==> config.mk <==
export PLATFORM = sky130hd
export DESIGN_NAME = mood_channel_bank_flat
export DESIGN_NICKNAME = d
export VERILOG_FILES = /design/src/rtl/mood_channel_bank_if.sv /design/src/rtl/mood_channel_bank.sv /design/src/flat_wrapper.sv
export SDC_FILE = /design/constraint.sdc
export NUM_CORES = 1
export LEC_CHECK = 0
export BUFFER_PORTS_ARGS = -buffer_cell sky130_fd_sc_hd__buf_2
export CAP_MARGIN = 10
export CELL_PAD_IN_SITES_DETAIL_PLACEMENT = 1
export CELL_PAD_IN_SITES_GLOBAL_PLACEMENT = 2
export CORE_UTILIZATION = 35
export DETAILED_ROUTE_END_ITERATION = 7
export HOLD_SLACK_MARGIN = 0.15
export PLACE_DENSITY = 0.84
export SETUP_SLACK_MARGIN = 0.5
export SYNTH_ARGS = -nofsm -noshare
export SYNTH_HDL_FRONTEND = slang
export SYNTH_SLANG_ARGS = --single-unit
==> constraint.sdc <==
create_clock -name clk -period 2.85 [get_ports clk]
set_clock_uncertainty 0.2 [all_clocks]
set_input_delay 0.1425 -clock clk [delete_from_list [all_inputs] [get_ports clk]]
set_output_delay 0.1425 -clock clk [all_outputs]
set_load 0.1 [all_outputs]
==> src/rtl/mood_channel_bank_if.sv <==
// Bus bundle for mood_channel_bank: tick/update requests in, counter values,
// readback and level/decay events out.
interface mood_channel_bank_if #(
  parameter int NCH = 3,
  parameter int W   = 7
);
  logic             tick;
  logic [NCH-1:0]   inc;
  logic [NCH-1:0]   dec;
  logic             load;
  logic [2:0]       sel;
  logic [NCH*W-1:0] values;
  logic [W-1:0]     value;
  logic [2*NCH-1:0] level;
  logic [NCH-1:0]   changed;
  logic             decay_pulse;

  modport master (
    output tick, inc, dec, load, sel,
    input  values, value, level, changed, decay_pulse
  );

  modport slave (
    input  tick, inc, dec, load, sel,
    output values, value, level, changed, decay_pulse
  );
endinterface

==> src/rtl/mood_channel_bank.sv <==
// Bank of NCH saturating mood counters with periodic decay toward REST and a
// registered quartile level per channel. Define MOOD_HYSTERESIS_EN to add level hysteresis.
module mood_channel_bank #(
  parameter int NCH       = 3,
  parameter int W         = 7,
  parameter int REST      = 64,
  parameter int DECAY_DIV = 16,
  parameter int HYST      = 4
) (
  input logic                clk,
  input logic                rst_n,
  mood_channel_bank_if.slave bus
);

  localparam int Q = 1 << (W - 2);
`ifdef MOOD_HYSTERESIS_EN
  localparam int HYST_EFF = HYST;
`else
  // With a zero margin the hysteresis rule reduces exactly to level = q(value).
  localparam int HYST_EFF = 0 * HYST;
`endif

  localparam logic [W-1:0] REST_V  = W'(REST);
  localparam logic [W-1:0] MAX_V   = '1;
  localparam logic [W-1:0] ONE_V   = W'(1);
  localparam logic [1:0]   LVL_RST = REST_V[W-1:W-2];
  localparam logic [7:0]   DLAST   = 8'(DECAY_DIV - 1);
  localparam logic [W:0]   Q_EXT   = (W+1)'(Q);
  localparam logic [W:0]   H_EXT   = (W+1)'(HYST_EFF);

  logic [NCH*W-1:0] vals;
  logic [2*NCH-1:0] lvls;
  logic [NCH-1:0]   chg;
  logic [7:0]       dcnt;
  logic             decay_due;
  logic             decay_step;
  logic             pulse;

  assign decay_due  = bus.tick & (dcnt == DLAST);
  assign decay_step = decay_due & ~bus.load;

  always_ff @(posedge clk or negedge rst_n) begin
    if (!rst_n) begin
      dcnt  <= '0;
      pulse <= 1'b0;
    end else begin
      pulse <= decay_step;
      if (bus.tick) begin
        if (bus.load || dcnt == DLAST)
          dcnt <= '0;
        else
          dcnt <= dcnt + 8'd1;
      end
    end
  end

  for (genvar c = 0; c < NCH; c++) begin : g_ch
    logic [W-1:0] v;
    logic [W-1:0] v_n;
    logic [1:0]   l;
    logic [1:0]   l_n;
    logic         ch;
    logic [1:0]   q;
    logic [W:0]   v_ext;
    logic [W:0]   lo;
    logic [W:0]   hi;

    assign q     = v[W-1:W-2];
    assign v_ext = {1'b0, v};
    assign lo    = {1'b0, q, {(W-2){1'b0}}};
    assign hi    = lo + Q_EXT;

    always_comb begin
      v_n = v;
      if (bus.tick) begin
        if (bus.load)
          v_n = REST_V;
        else if (bus.inc[c] && !bus.dec[c]) begin
          if (v != MAX_V) v_n = v + ONE_V;
        end else if (bus.dec[c] && !bus.inc[c]) begin
          if (v != '0) v_n = v - ONE_V;
        end else if (!bus.inc[c] && !bus.dec[c] && decay_due) begin
          if (v > REST_V)
            v_n = v - ONE_V;
          else if (v < REST_V)
            v_n = v + ONE_V;
        end
      end
    end

    // Level only moves once the value is HYST counts inside the new quartile.
    always_comb begin
      l_n = l;
      if (q > l && v_ext >= lo + H_EXT)
        l_n = q;
      else if (q < l && v_ext + H_EXT < hi)
        l_n = q;
    end

    always_ff @(posedge clk or negedge rst_n) begin
      if (!rst_n) begin
        v  <= REST_V;
        l  <= LVL_RST;
        ch <= 1'b0;
      end else begin
        v  <= v_n;
        l  <= l_n;
        ch <= (l_n != l);
      end
    end

    assign vals[c*W +: W] = v;
    assign lvls[2*c +: 2] = l;
    assign chg[c]         = ch;
  end

  always_comb begin
    bus.value = '0;
    for (int unsigned c = 0; c < NCH; c++)
      if (bus.sel == 3'(c)) bus.value = vals[c*W +: W];
  end

  assign bus.values      = vals;
  assign bus.level       = lvls;
  assign bus.changed     = chg;
  assign bus.decay_pulse = pulse;

endmodule

==> src/flat_wrapper.sv <==
// flat-port wrapper written by rule: the top's interface ports become plain ports
module mood_channel_bank_flat 
#(
  parameter int NCH       = 3,
  parameter int W         = 7,
  parameter int REST      = 64,
  parameter int DECAY_DIV = 16,
  parameter int HYST      = 4
)
  (clk, rst_n, bus_tick, bus_inc, bus_dec, bus_load, bus_sel, bus_values, bus_value, bus_level, bus_changed, bus_decay_pulse);
  mood_channel_bank_if #(.NCH(NCH), .W(W)) bus_i ();
  input logic clk;
  input logic rst_n;
  input wire logic [$bits(bus_i.tick)-1:0] bus_tick;
  input wire logic [$bits(bus_i.inc)-1:0] bus_inc;
  input wire logic [$bits(bus_i.dec)-1:0] bus_dec;
  input wire logic [$bits(bus_i.load)-1:0] bus_load;
  input wire logic [$bits(bus_i.sel)-1:0] bus_sel;
  output wire logic [$bits(bus_i.values)-1:0] bus_values;
  output wire logic [$bits(bus_i.value)-1:0] bus_value;
  output wire logic [$bits(bus_i.level)-1:0] bus_level;
  output wire logic [$bits(bus_i.changed)-1:0] bus_changed;
  output wire logic [$bits(bus_i.decay_pulse)-1:0] bus_decay_pulse;
  assign bus_i.tick = bus_tick;
  assign bus_i.inc = bus_inc;
  assign bus_i.dec = bus_dec;
  assign bus_i.load = bus_load;
  assign bus_i.sel = bus_sel;
  assign bus_values = bus_i.values;
  assign bus_value = bus_i.value;
  assign bus_level = bus_i.level;
  assign bus_changed = bus_i.changed;
  assign bus_decay_pulse = bus_i.decay_pulse;
  mood_channel_bank #(.NCH(NCH), .W(W), .REST(REST), .DECAY_DIV(DECAY_DIV), .HYST(HYST)) u_core (.clk(clk), .rst_n(rst_n), .bus(bus_i));
endmodule
After elaboration in Yosys (flattened, before gate mapping)
Index checks and enable logic that the tools add are counted.

word-level totals
  register bits after elaboration = 39
  latch bits = 0
  bits in writable memories = 0
  memory bits (read-only) = 0
  input bits = 13
  logic and storage cells = 129
  memories kept = 0

operators by class
  add/subtract/negate cells = 10
  multipliers = 0
  divide/modulo/power cells = 0
  magnitude comparators = 18
  eq/ne operators = 15
  shifts and indexed selects = 0
  multiplexer cells = 34
  bitwise gates (word level) = 3
  reduce and logical (&&, ||, !) cells = 38

operators with widths
  kind                                               count
  two-way mux 7 bit                                  27
  adder 7 x 6 -> 8 bit, second input constant        3
  less-than comparator 7 x 8 -> 1 bit                3
  adder 7 x 1 -> 7 bit, second input constant        3
  >= comparator 7 bit                                3
  > comparator 7 bit, second input constant          3
  less-than comparator 7 bit, second input constant  3
  != test 7 bit, second input constant               3
  nonzero test 7 bit                                 3
  subtractor 7 x 1 -> 7 bit, second input constant   3
  logical AND 1 bit                                  18
  AND reduction 5 bit                                3
  nonzero test 5 bit                                 3
  two-way mux 2 bit                                  6
  != test 4 x 3 -> 1 bit, second input constant      3
  nonzero test 4 bit                                 3
  != test 3 bit, second input constant               3
  adder 8 x 1 -> 8 bit, second input constant        1
  == test 8 x 4 -> 1 bit, second input constant      1
  two-way mux 8 bit                                  1
  > comparator 2 bit                                 3
  zero test 1 bit                                    6
  less-than comparator 2 bit                         3
  != test 2 bit                                      3
  other kinds (6)                                    7

Longest topological paths before layout
Gate-level depths: netlist of the first run.

  depth in word-level cells = 7
  mapped depth = 8
  depth with buffers taken out = 7

Worst setup path after synthesis of the first run
No wires, ideal clock.

  path type = reg2reg
  from = register u_core.g_ch[2].v[5]
  to = register u_core.g_ch[2].v[6]
  data arrival time = 2810 ps
  slack = -243 ps
  cell stages (with the launch flop) = 8
  period minus slack after synthesis = 3093 ps
  cell sequence = dfrtp_1 -> inv_1 -> ha_1 -> nor2b_1 -> a311oi_4 -> mux2_2 -> a211oi_1 -> nor3b_1

on the way
  cells in the longest elaborated chain, start to end = 7
  elaborated cells on any way between the ends = 18
  those cells by class = add/sub: 2; order compare: 2; eq/ne: 3; mux: 8; reduce/logical: 3

ends and longest elaborated chain
  what                    line                                              RTL
  start, declared         mood_channel_bank.sv:58                           logic [W-1:0] v;
  start signal, assigned  mood_channel_bank.sv:106                          v <= v_n;
  adder 7 x 1 -> 7 bit    mood_channel_bank.sv:79, mood_channel_bank.sv:86
  two-way mux 7 bit       mood_channel_bank.sv:85                           else if (v < REST_V)
  two-way mux 7 bit       mood_channel_bank.sv:83                           if (v > REST_V)
  two-way mux 7 bit       mood_channel_bank.sv:82                           end else if (!bus.inc[c] && !bus.dec[c] && decay_due) begin
  two-way mux 7 bit       mood_channel_bank.sv:80                           end else if (bus.dec[c] && !bus.inc[c]) begin
  two-way mux 7 bit       mood_channel_bank.sv:78                           else if (bus.inc[c] && !bus.dec[c]) begin
  two-way mux 7 bit       mood_channel_bank.sv:76                           if (bus.load)

Parallel ways exist; a longest one is shown, timed or not. The select of a mux whose other input is x is not followed.
A chain may end at the register's enable or synchronous reset.

Final worst setup path of the first run
  from = register u_core.g_ch[2].v[6]
  to = register u_core.g_ch[2].v[2]

on the way
  cells in the longest elaborated chain, start to end = 6
  elaborated cells on any way between the ends = 13
  those cells by class = order compare: 2; eq/ne: 3; mux: 5; reduce/logical: 3

ends and longest elaborated chain
  what                line
  > comparator 7 bit  mood_channel_bank.sv:83
  two-way mux 7 bit   mood_channel_bank.sv:83
  two-way mux 7 bit   mood_channel_bank.sv:82
  two-way mux 7 bit   mood_channel_bank.sv:80
  two-way mux 7 bit   mood_channel_bank.sv:78
  two-way mux 7 bit   mood_channel_bank.sv:76

Parallel ways exist; a longest one is shown, timed or not. The select of a mux whose other input is x is not followed.

==> results of run 1 <==
==> repair_timing <==
action | 4_1_cts | 5_1_grt
hold buffers | 2 | 0
hold endpoints to repair | 35 | 0
setup endpoints to repair | 8 | 20
pin swaps | 4 | 7
setup buffers | 11 | 15
cloned | 0 | 1
gates resized for setup | 2 | 19
==> sequential cells by signal, indices dropped and copies added, names as in the netlist <==
register	count
u_core.g_ch.l	6
u_core.dcnt	8
u_core.g_ch.ch	3
u_core.bus.decay_pulse	1
u_core.g_ch.v	21
==> cells by family (layout without fill, tap and decap cells) <==
family	count (synthesis)	after routing
adders and majority gates	34	34
xor gates and xnor gates	12	12
buffers and inverters	54	125
AOI/OAI and AO/OA	82	82
and+or+nand+nor	133	133
DFF	39	39
muxes	28	28
==> routing by layer <==
metal | global-route usage | share of wire
met1 | 0.273 | 0.47
met2 | 0.367 | 0.50
met3 | 0.0277 | 0.028
met4 | 0.0502 | 0.0080
met5 | 0 | 0
==> Yosys cell counts, types with 2 or more instances <==
master,n
a31oi_1,7
nor3_1,5
and3_1,11
nand4_1,8
a31o_2,2
a211oi_1,3
or3_1,4
nor4_1,6
o311ai_0,2
o21ba_2,2
or4_1,2
o221ai_1,2
mux2_2,6
a21oi_1,14
a32o_1,3
xnor2_1,9
a211o_1,6
buf_4,4
o21ai_0,10
xor2_1,3
o22ai_1,3
nor2b_1,3
nor4b_1,2
nand3_1,19
o211ai_1,5
ha_1,34
o2bb2ai_1,2
nor2_1,34
and4_1,4
a41o_1,2
clkbuf_1,11
inv_1,31
buf_2,6
dfstp_2,6
a311o_1,4
dfrtp_1,33
mux2i_1,21
o211ai_2,2
nand2_1,23
nand2b_1,3
nor3b_1,2
==> worst reg2reg max path, delay by kind of cell, from the launching register on <==
family,cells,cell delay [ps]
adders and majority gates,1,160
and+or+nand+nor,3,740
DFF,1,500
AOI/OAI and AO/OA,2,660
==> where the power goes <==
part / internal [µW] / leakage [µW] / switching (µW)
combinational: 1190 / 0.00143 / 2510
sequential: 824 / 0.000473 / 339
clock: 175 / 0.0000408 / 237
==> per-stage QoR <==
stage	total power (µW)	worst slack [ps]	hold WS, ps
detailed placement	4570	335	148
CTS	5100	504	177
finish	5280	532	175
global placement	4480	470	140
floorplan	3980	318	-353
global route	5620	487	206
==> final cells by class <==
class	instances	area (µm²)
fillers	1118	5050
multi-input cells	289	2310
flip-flops and latches	39	1050
repair buffers	86	537
well taps	129	161
inverters	31	124
clock buffers	5	68.8
clock inverters	3	23.8
==> path summary, 6_finish.rpt <==
check	start	cells past startpoint	slack (ps)	to
worst min register to register	u_core.dcnt[3]$_DFFE_PN0P_	1	350	u_core.dcnt[3]$_DFFE_PN0P_
worst max register to register	u_core.g_ch[2].v[6]$_DFFE_PN1P_	6	530	u_core.g_ch[2].v[2]$_DFFE_PN0P_
max in group asynchronous	rst_n	2	1430	u_core.g_ch[1].v[3]$_DFFE_PN0P_
worst max-delay path	u_core.g_ch[2].v[6]$_DFFE_PN1P_	6	530	u_core.g_ch[2].v[2]$_DFFE_PN0P_
worst min-delay path	bus_tick	4	180	u_core.dcnt[1]$_DFFE_PN0P_
min in group asynchronous	rst_n	2	320	u_core.dcnt[6]$_DFFE_PN0P_
==> summary.txt, run 1 <==
Power
  • Leak: 0.00194 µW
  • Peak VDD IR: 0.636 mV
  • PD cells: 1230 nW/µm²

Floorplanning
  • Die width: 101 µm
  • Die Y-Extent: 101 µm
  • Die Area: 10,100 µm²
  • CORE AREA: 9330 µm²
  • Initial Util: 0.365
  • Cell Rows: 35
  • IO Pins: 51

Worst setup path
  • Worst Setup Start Kind: register
  • Setup crit end kind: register
  • Kind of critical path: reg -> reg
  • Largest stage delay, worst path: 540 ps
  • CP Max Fanout: 5
  • CP max-delay cell: or4_1
  • CP arrival: 2360 ps
  • Buf+Inv Stages, Crit Path: 0
  • Worst EP required: 2890 ps
  • Crit path cell chain: ha_4 -> nor4bb_1 -> o211a_1 -> a311o_1 -> or4_1 -> nand3_1
  • CP delay by family, top: simple AND/OR/NAND/NOR gates

Global route
  • Initial antenna violation count: 0
  • Vias in the first global route: 3,263
  • Remaining Overflow, GRT: 0
  • First-pass GRT wire length: 16.7 mm
  • Largest net degree at the start of global routing: 40
  • Total track usage: 0.210

Routing
  • Routed vias: 3,210
  • First DRT Iteration DRCs: 87
  • Post-Route WL: 10.1 mm
  • Wire length per cell: 17.4 µm
  • Initial DRT Pass Iterations: 4
  • Via density: 5.52
  • Remaining DRCs: 0
  • DRT antenna net count: 0

Yosys
  • Adder-Cell Fraction of Synth Area: 0.125
  • Post-synth top area cell: dfrtp_1
  • Synth Warn #: 0
  • Synth cell types: 64
  • Post-synthesis compound-gate area fraction: 0.190
  • Sequential element share of the synthesized area: 0.289
  • Synth Area in Simple Gates: 0.211
  • Top FF cell, synth: dfrtp_1
  • Seq cells post-synth: 39
  • Syn Nets: 429
  • Ys async rst share: 1.00
  • Post-synth top area share: 0.243
  • Post-Syn Area: 3400 µm²
  • Post-synthesis mux area share: 0.0861
  • Post-Synthesis Cells: 382
  • EDFF count, synth: 0
  • Largest family of logic cells by synthesized area: simple AND/OR/NAND/NOR gates
  • Mean Syn Cell Area: 8.91 µm²
  • Synth top area cells: dfrtp_1 24%, ha_1 13%, mux2i_1 6.2%, dfstp_2 4.6%, nor2_1 3.8%
  • Post-Synth XOR/XNOR Area: 0.0309

Cells and area
  • Final core occ: 0.459
  • Ant. Diodes: 0
  • Nets@finish: 499
  • Fraction of layout cells with a size suffix above 1: 0.366
  • Area added between synthesis and finish: 25.8%
  • Commonest non-fill, non-tap cells in the layout: 52 x buf_2, 30 x ha_1, 30 x buf_4
  • Final Cell Area: 4280 µm²
  • Commonest non-fill, non-tap cell in the layout: buf_2
  • Cell Count, Final, Fillers Out: 582

Worst hold path
  • Hold crit path type: in -> reg

Placement
  • Dpl cells: 545
  • Detailed placement HPWL: 6.96 mm
  • Placer Congestion: 0.808
  • Post-DP Area: 3880 µm²
  • IO buf count: 50

Timing
  • Fin. Hold Viols: 0
  • Final period util: 0.813
  • Slew Limit Fails: 0
  • Least-Margin Pin Slew: 959 ps
  • Final min period: 2320 ps
  • Max-slew headroom: 0.360
  • Final setup vio count: 0
  • FMAX: 431 MHz
  • Final setup TNS: 0 ps
  • RSZ-0062 raised after global routing: no

Job
  • Max_cap viols: 0

CTS
  • TritonCTS clock tree: built
  • CTS sink cnt: 39
  • Root Buffer: clkbuf_8
  • Clock latency on the worst-skew pair: 310 ps
  • Clock buffer depth: 2
  • CTS buffer count: 5
  • CTS H-tree depth: 2
  • Clk pin slew, worst setup/hold paths: 100 ps

Status
  • Status: finished, final reports clean
Note: power is estimated with default switching activity, not from simulation.
==> run 2: changes to the inputs <==
Settings changed: ABC_AREA set to 1, CORE_UTILIZATION 35 to 32, PLACE_DENSITY 0.84 to 0.85.
Clock period 2.85 ns to 2.3 ns, I/O delays scaled along.
==> run 2 against run 1 <==
Against the previous run: critical endpoint is now u_core.g_ch[1].v[1]$_DFFE_PN0P_; die area increased by 8.9%; first-iteration DRC count increased by 61%; clock-buffer cell count increased by 3; the flow now finishes with violations (negative hold slack); synthesized area decreased by 0.29%; worst setup slack got worse by 210 ps; design area increased by 23%; routed wire length increased by 20%; flip-flop and latch count unchanged; maximum frequency increased by 17%.
==> summary.txt, run 2 <==
Yosys
  • Synth cell types: 34 (-47%)
  • Synth Warn #: 0 (unchanged)
  • Post-Syn Area: 3390 µm² (-0.29%)
  • Seq cells post-synth: 39 (unchanged)
  • Post-synth top area cell: dfrtp_1
  • EDFF count, synth: 0 (unchanged)
  • Post-synth top area share: 0.243 (+0.000716)
  • Count leader, synth: nand2_1
  • Largest family of logic cells by synthesized area: simple AND/OR/NAND/NOR gates
  • Ys async rst share: 1.00 (unchanged)
  • Synth top area cells: dfrtp_1 24%, nand2_1 15%, ha_1 13%, nand3_1 11%, inv_1 8.1%
  • Post-Synthesis Cells: 503 (+32%)
  • Syn Nets: 550 (+28%)
  • Post-synthesis mux area share: 0 (-0.0861)
  • Post-synthesis compound-gate area fraction: 0.112 (-0.0776)
  • Mean Syn Cell Area: 6.74 µm² (-24%)
  • Synth cell count leaders: 133 x nand2_1, 75 x nand3_1, 73 x inv_1, 34 x ha_1, 33 x dfrtp_1
  • Sequential element share of the synthesized area: 0.290 (+0.000853)
  • Top FF cell, synth: dfrtp_1
  • Synth Area in Simple Gates: 0.367 (+0.157)
  • Adder-Cell Fraction of Synth Area: 0.125 (+0.000369)
  • Post-Synth XOR/XNOR Area: 0.00775 (-0.0231)

Timing
  • FMAX: 506 MHz (+17%)
  • Slew Limit Fails: 0 (unchanged)
  • Fin. Hold Viols: 1 (+1)
  • Least-Margin Pin Slew: 712 ps (-247 ps)
  • RSZ-0062 raised after global routing: yes
  • Final setup TNS: 0 ps (unchanged)
  • Max-slew headroom: 0.525 (+0.164)
  • Worst hold slack: -6.77 ps (-182 ps)
  • Final worst slack: 326 ps (-206 ps)
  • Final min period: 1970 ps (-344 ps)
  • Final setup vio count: 0 (unchanged)
  • Final period util: 0.858 (+0.0450)

Status
  • Failing checks: negative hold slack
  • Status: complete, but fails checks

Worst setup path
  • Worst Setup Start Kind: register
  • R2R Path Start: u_core.g_ch[1].v[6]$_DFFE_PN1P_
  • Worst Setup SP: u_core.g_ch[1].v[6]$_DFFE_PN1P_
  • CP arrival: 1990 ps (-370 ps)
  • Worst R2R Path Depth: 11 (+5)
  • Setup crit end kind: register
  • Worst EP required: 2320 ps (-570 ps)
  • Kind of critical path: reg -> reg
  • CP Max Fanout: 7 (+2)

Global route
  • Largest net degree at the start of global routing: 23 (-43%)
  • Remaining Overflow, GRT: 0 (unchanged)
  • Total track usage: 0.217 (+0.00724)
  • Vias in the first global route: 3,841 (+18%)
  • Initial antenna violation count: 0 (unchanged)
  • First-pass GRT wire length: 19.2 mm (+15%)

CTS
  • Root Buffer: clkbuf_8
  • Clk pin slew, worst setup/hold paths: 90 ps (about the same)
  • Clock latency on the worst-skew pair: 300 ps (about the same)
  • CTS sink cnt: 39 (unchanged)
  • CTS H-tree depth: 2 (unchanged)
  • TritonCTS clock tree: built
  • Clock buffer depth: 2 (unchanged)
  • CTS Hold Bufs: 4 (+2)
  • CTS buffer count: 5 (unchanged)

Cells and area
  • Area added between synthesis and finish: 55.4%
  • Commonest non-fill, non-tap cells in the layout: 103 x nand2_1, 57 x nand3_1, 50 x inv_1
  • Largest Register: u_core.g_ch.v
  • Max reg flops: 21 (unchanged)
  • Nets@finish: 653 (+31%)
  • Fraction of layout cells with a size suffix above 1: 0.461 (+0.0948)
  • Commonest non-fill, non-tap cell in the layout: nand2_1
  • Ant. Diodes: 0 (unchanged)
  • Filler instances: 1,273 (+14%)
  • Biggest regs: u_core.g_ch.v: 21 flops, u_core.dcnt: 8 flops, u_core.g_ch.l: 6 flops
  • Final core occ: 0.513 (+0.0543)

Routing
  • DRT antenna net count: 0 (unchanged)
  • Post-Route WL: 12.1 mm (+20%)
  • Wire length per cell: 16.3 µm (-6.3%)
  • Remaining DRCs: 0 (unchanged)
  • Routed vias: 3,792 (+18%)
  • Via density: 5.10 (-7.5%)
  • Initial DRT Pass Iterations: 4 (unchanged)
  • First DRT Iteration DRCs: 140 (+61%)

Floorplanning
  • Die Area: 11,000 µm² (+8.9%)
  • Cell Rows: 37 (+5.7%)
  • Initial Util: 0.330 (-0.0347)
  • CORE AREA: 10,300 µm² (+10%)
  • Die width: 105 µm (+4.3%)
  • IO Pins: 51 (unchanged)
  • Die Y-Extent: 105 µm (+4.3%)

Job
  • Max_cap viols: 0 (unchanged)

Placement
  • Pre-CTS WS: 133 ps (-202 ps)
  • Detailed placement HPWL: 8.18 mm (+17%)
  • IO buf count: 50 (unchanged)
  • Placer Congestion: 0.811 (+0.47%)

Worst hold path
  • Hold path startpoint: bus_tick
  • Hold crit path type: in -> reg
  • Worst Hold Depth: 3 (-1)
[run 2: cell count changes after synthesis, moves of 10 or more]
cell	delta
nand3_1	+56
nand2_1	+110
and3_1	-11
clkbuf_1	-10
inv_1	+42
nor2_1	-10
o21ai_1	+16
o21ai_0	+11
mux2i_1	-21
[run 2: kinds of logic after synthesis]
family          Yosys count
fa+ha+maj                34
simple gates            277
compound gates           66
flops                    39
buf+inv                  84
xor+xnor                  3
[run 2: metrics by stage]
step	hold WS [ps]	std cells	instance area [µm²]
final	-6.77	743	5270
after global routing	5.99	743	5270
after CTS	156	731	4800
after detailed placement	-83.0	685	4120
after global placement	-93.7	685	4120
after floorplan	-381	503	3710
[run 2: area by class of cell]
class | count | area [µm²] | share of cell area
sequential | 39 | 1070 | 0.203
clock buffer | 8 | 100 | 0.0190
multi-input combinational | 383 | 2840 | 0.539
timing repair buffer | 102 | 764 | 0.145
inverter | 75 | 327 | 0.0619
tap | 136 | 170 | 0.0323
[run 2: path summary, 6_finish.rpt]
path	slack, ps	endpoint
hold reg to reg	350	u_core.dcnt[5]$_DFFE_PN0P_
max in group asynchronous	660	u_core.g_ch[2].l[1]$_DFF_PN1_
min in group asynchronous	640	u_core.g_ch[0].v[5]$_DFFE_PN0P_
setup / recovery	330	u_core.g_ch[1].v[1]$_DFFE_PN0P_
hold / removal	-7	u_core.dcnt[2]$_DFFE_PN0P_
setup reg to reg	330	u_core.g_ch[1].v[1]$_DFFE_PN0P_
[run 2: what timing repair did]
| action | 4_1_cts | 5_1_grt |
|---|---|---|
| cloned | 3 | 0 |
| resized for setup | 79 | 97 |
| buffers inserted | 31 | 13 |
| pin swaps | 28 | 40 |
| hold endpoints to repair | 41 | 10 |
| endpoints found under the setup margin | 38 | 43 |
[run 2: worst max-delay path, cell delays in order, from the launching register on]
cell and delay (ps):
dfstp_4 680, ha_4 140, nand2_2 40, inv_2 40
nand3_2 60, nand2_2 100, nand2_4 100, nand2_8 120
nor2_4 40, nor3_2 210, nand2_1 90, o21ai_1 80
[run 2: per-layer routing]
layer | vias up | routed length (µm) | track usage
li1 | 1877 | - | -
met2 | 53 | 6190 | 0.390
met5 | - | 0 | 0
met1 | 1850 | 5450 | 0.277
met3 | 12 | 280 | 0.0250
met4 | 0 | 160 | 0.0453
Power of run 2 is not shown: default switching activity piles up to over one toggle a cycle in this logic, so the estimate is an artifact.
==> run 3: changes to the inputs <==
Settings changed: BUFFER_PORTS_ARGS -buffer_cell sky130_fd_sc_hd__buf_2 to not set, CORE_UTILIZATION 32 to 35, DONT_BUFFER_PORTS set to 1, PLACE_DENSITY 0.85 to 0.84.
==> run 3 against run 2 <==
Against the previous run: non-clock buffer count fell by 12; highest routed layer unchanged; via count grew 1.7%; the flow still finishes with violations (negative hold slack); first-iteration DRC count down 25%; critical endpoint is now u_core.g_ch[2].v[1]$_DFFE_PN0P_; maximum frequency down 4.9%; global-route usage increased by 2.4 points.
==> summary.txt, run 3 (synthesized netlist as in run 2, its figures left out) <==
Worst setup path
  • Worst Setup Start Kind: register
  • Worst R2R Path Depth: 10 (-1)
  • CP arrival: 2060 ps (+70 ps)
  • R2R Path Start: u_core.g_ch[2].v[1]$_DFFE_PN0P_
  • Worst EP required: 2280 ps (-40 ps)
  • Worst Setup SP: u_core.g_ch[2].v[1]$_DFFE_PN0P_
  • Crit Reg-Reg Endpoint: u_core.g_ch[2].v[1]$_DFFE_PN0P_
  • Kind of critical path: reg -> reg
  • End of the critical path: u_core.g_ch[2].v[1]$_DFFE_PN0P_
  • Setup crit end kind: register
  • CP Max Fanout: 6 (-1)
  • Register-to-register setup slack: 220 ps (-100 ps)

Worst hold path
  • Hold path startpoint: bus_tick
  • Hold crit path type: in -> reg
  • Worst Hold Depth: 1 (-2)

Placement
  • Detailed placement HPWL: 8.00 mm (-2.2%)
  • Placer Congestion: 0.889 (+9.5%)
  • IO buf count: 0 (-100%)
  • Pre-CTS WS: 169 ps (+36.2 ps)

CTS
  • CTS sink cnt: 39 (unchanged)
  • CTS Hold Bufs: 8 (+4)
  • CTS H-tree depth: 2 (unchanged)
  • TritonCTS clock tree: built
  • Clock latency on the worst-skew pair: 310 ps (about the same)
  • CTS buffer count: 5 (unchanged)
  • Root Buffer: clkbuf_8
  • Clk pin slew, worst setup/hold paths: 100 ps (about the same)
  • Clock buffer depth: 2 (unchanged)

Cells and area
  • Commonest non-fill, non-tap cell in the layout: nand2_1
  • Filler instances: 1,116 (-12%)
  • Largest Register: u_core.g_ch.v
  • Commonest non-fill, non-tap cells in the layout: 86 x nand2_1, 63 x buf_4, 49 x inv_1
  • Area added between synthesis and finish: 61.7%
  • Nets@finish: 640 (-2.0%)
  • Ant. Diodes: 0 (unchanged)
  • Biggest regs: u_core.g_ch.v: 21 flops, u_core.dcnt: 8 flops, u_core.g_ch.l: 6 flops
  • Max reg flops: 21 (unchanged)
  • Fraction of layout cells with a size suffix above 1: 0.502 (+0.0404)

Global route
  • Largest net degree at the start of global routing: 40 (+74%)
  • First-pass GRT wire length: 19.1 mm (-0.65%)
  • Initial antenna violation count: 0 (unchanged)
  • Vias in the first global route: 3,918 (+2.0%)
  • Remaining Overflow, GRT: 0 (unchanged)
  • Total track usage: 0.241 (+0.0242)

Routing
  • Initial DRT Pass Iterations: 4 (unchanged)
  • Routed vias: 3,858 (+1.7%)
  • Remaining DRCs: 0 (unchanged)
  • First DRT Iteration DRCs: 105 (-25%)
  • Post-Route WL: 12.7 mm (+5.3%)
  • DRT antenna net count: 0 (unchanged)
  • Wire length per cell: 17.6 µm (+8.3%)
  • Via density: 5.34 (+4.6%)

Timing
  • Final min period: 2080 ps (+103 ps)
  • Final worst slack: 223 ps (-103 ps)
  • Final period util: 0.903 (+0.0446)
  • Slew Limit Fails: 0 (unchanged)
  • Final setup vio count: 0 (unchanged)
  • Final setup TNS: 0 ps (unchanged)
  • RSZ-0062 raised after global routing: yes
  • Least-Margin Pin Slew: 862 ps (+150 ps)
  • Worst hold slack: -284 ps (-278 ps)
  • Fin. Hold Viols: 23 (+22)
  • FMAX: 481 MHz (-4.9%)
  • Max-slew headroom: 0.426 (-0.0988)

Status
  • Failing checks: negative hold slack
  • Status: complete, but fails checks

Floorplanning
  • Die width: 100 µm (-4.3%)
  • Die Y-Extent: 100 µm (-4.3%)
  • CORE AREA: 9330 µm² (-9.2%)
  • IO Pins: 51 (unchanged)
  • Cell Rows: 35 (-5.4%)
  • Die Area: 10,100 µm² (-8.4%)
  • Initial Util: 0.364 (+0.0336)

Job
  • Max_cap viols: 0 (unchanged)
run 3: worst min path at each step:
stage	to	slack (ps)
2_1_floorplan	u_core.bus.decay_pulse$_DFF_PN0_	-380
3_3_place_gp	u_core.g_ch[0].l[0]$_DFF_PN0_	-380
3_5_place_dp	u_core.g_ch[0].ch$_DFF_PN0_	-380
4_1_cts	u_core.dcnt[0]$_DFFE_PN0P_	-300
5_1_grt	u_core.dcnt[0]$_DFFE_PN0P_	-300
6_report	u_core.dcnt[0]$_DFFE_PN0P_	-280
run 3: layout make-up:
class / count / area [µm²] / area share
multi-input combinational: 382 / 2950 / 0.538
timing repair buffer: 90 / 838 / 0.153
tap: 129 / 161 / 0.0294
clock buffer: 5 / 68.8 / 0.0125
clock inverter: 3 / 67.6 / 0.0123
sequential: 39 / 1070 / 0.195
inverter: 75 / 325 / 0.0593
run 3: through the flow:
step,std cells,utilization,instance area [µm²]
3_3_place_gp,666,0.445,4150
2_1_floorplan,503,-,3710
5_1_grt,723,0.588,5480
6_report,723,0.588,5480
3_5_place_dp,666,0.445,4150
4_1_cts,710,0.528,4930
run 3: per-layer routing:
layer	share of wire	global-route usage	vias up
li1	-	-	1852
met3	0.026	0.0376	18
met5	0	0	-
met2	0.53	0.436	68
met1	0.43	0.291	1920
met4	0.014	0.0769	0
run 3: what timing repair did:
action                     CTS  global route
setup buffers               26            13
hold endpoints to repair    69            25
cloned                       2             0
gates resized for setup     91           124
setup endpoints to repair   39            40
pin swaps                   39            66
run 3: worst max-delay path, stage by stage, from the launching register on:
cell and delay, ps:
dfrtp_4 530, inv_4 100, ha_4 150, nand2_4 70, o21ai_4 200, nand2_4 120, nand2_8 100, buf_6 140
buf_6 90, xor2_1 140, o21ai_1 110
Power of run 3 is left out for the same reason.
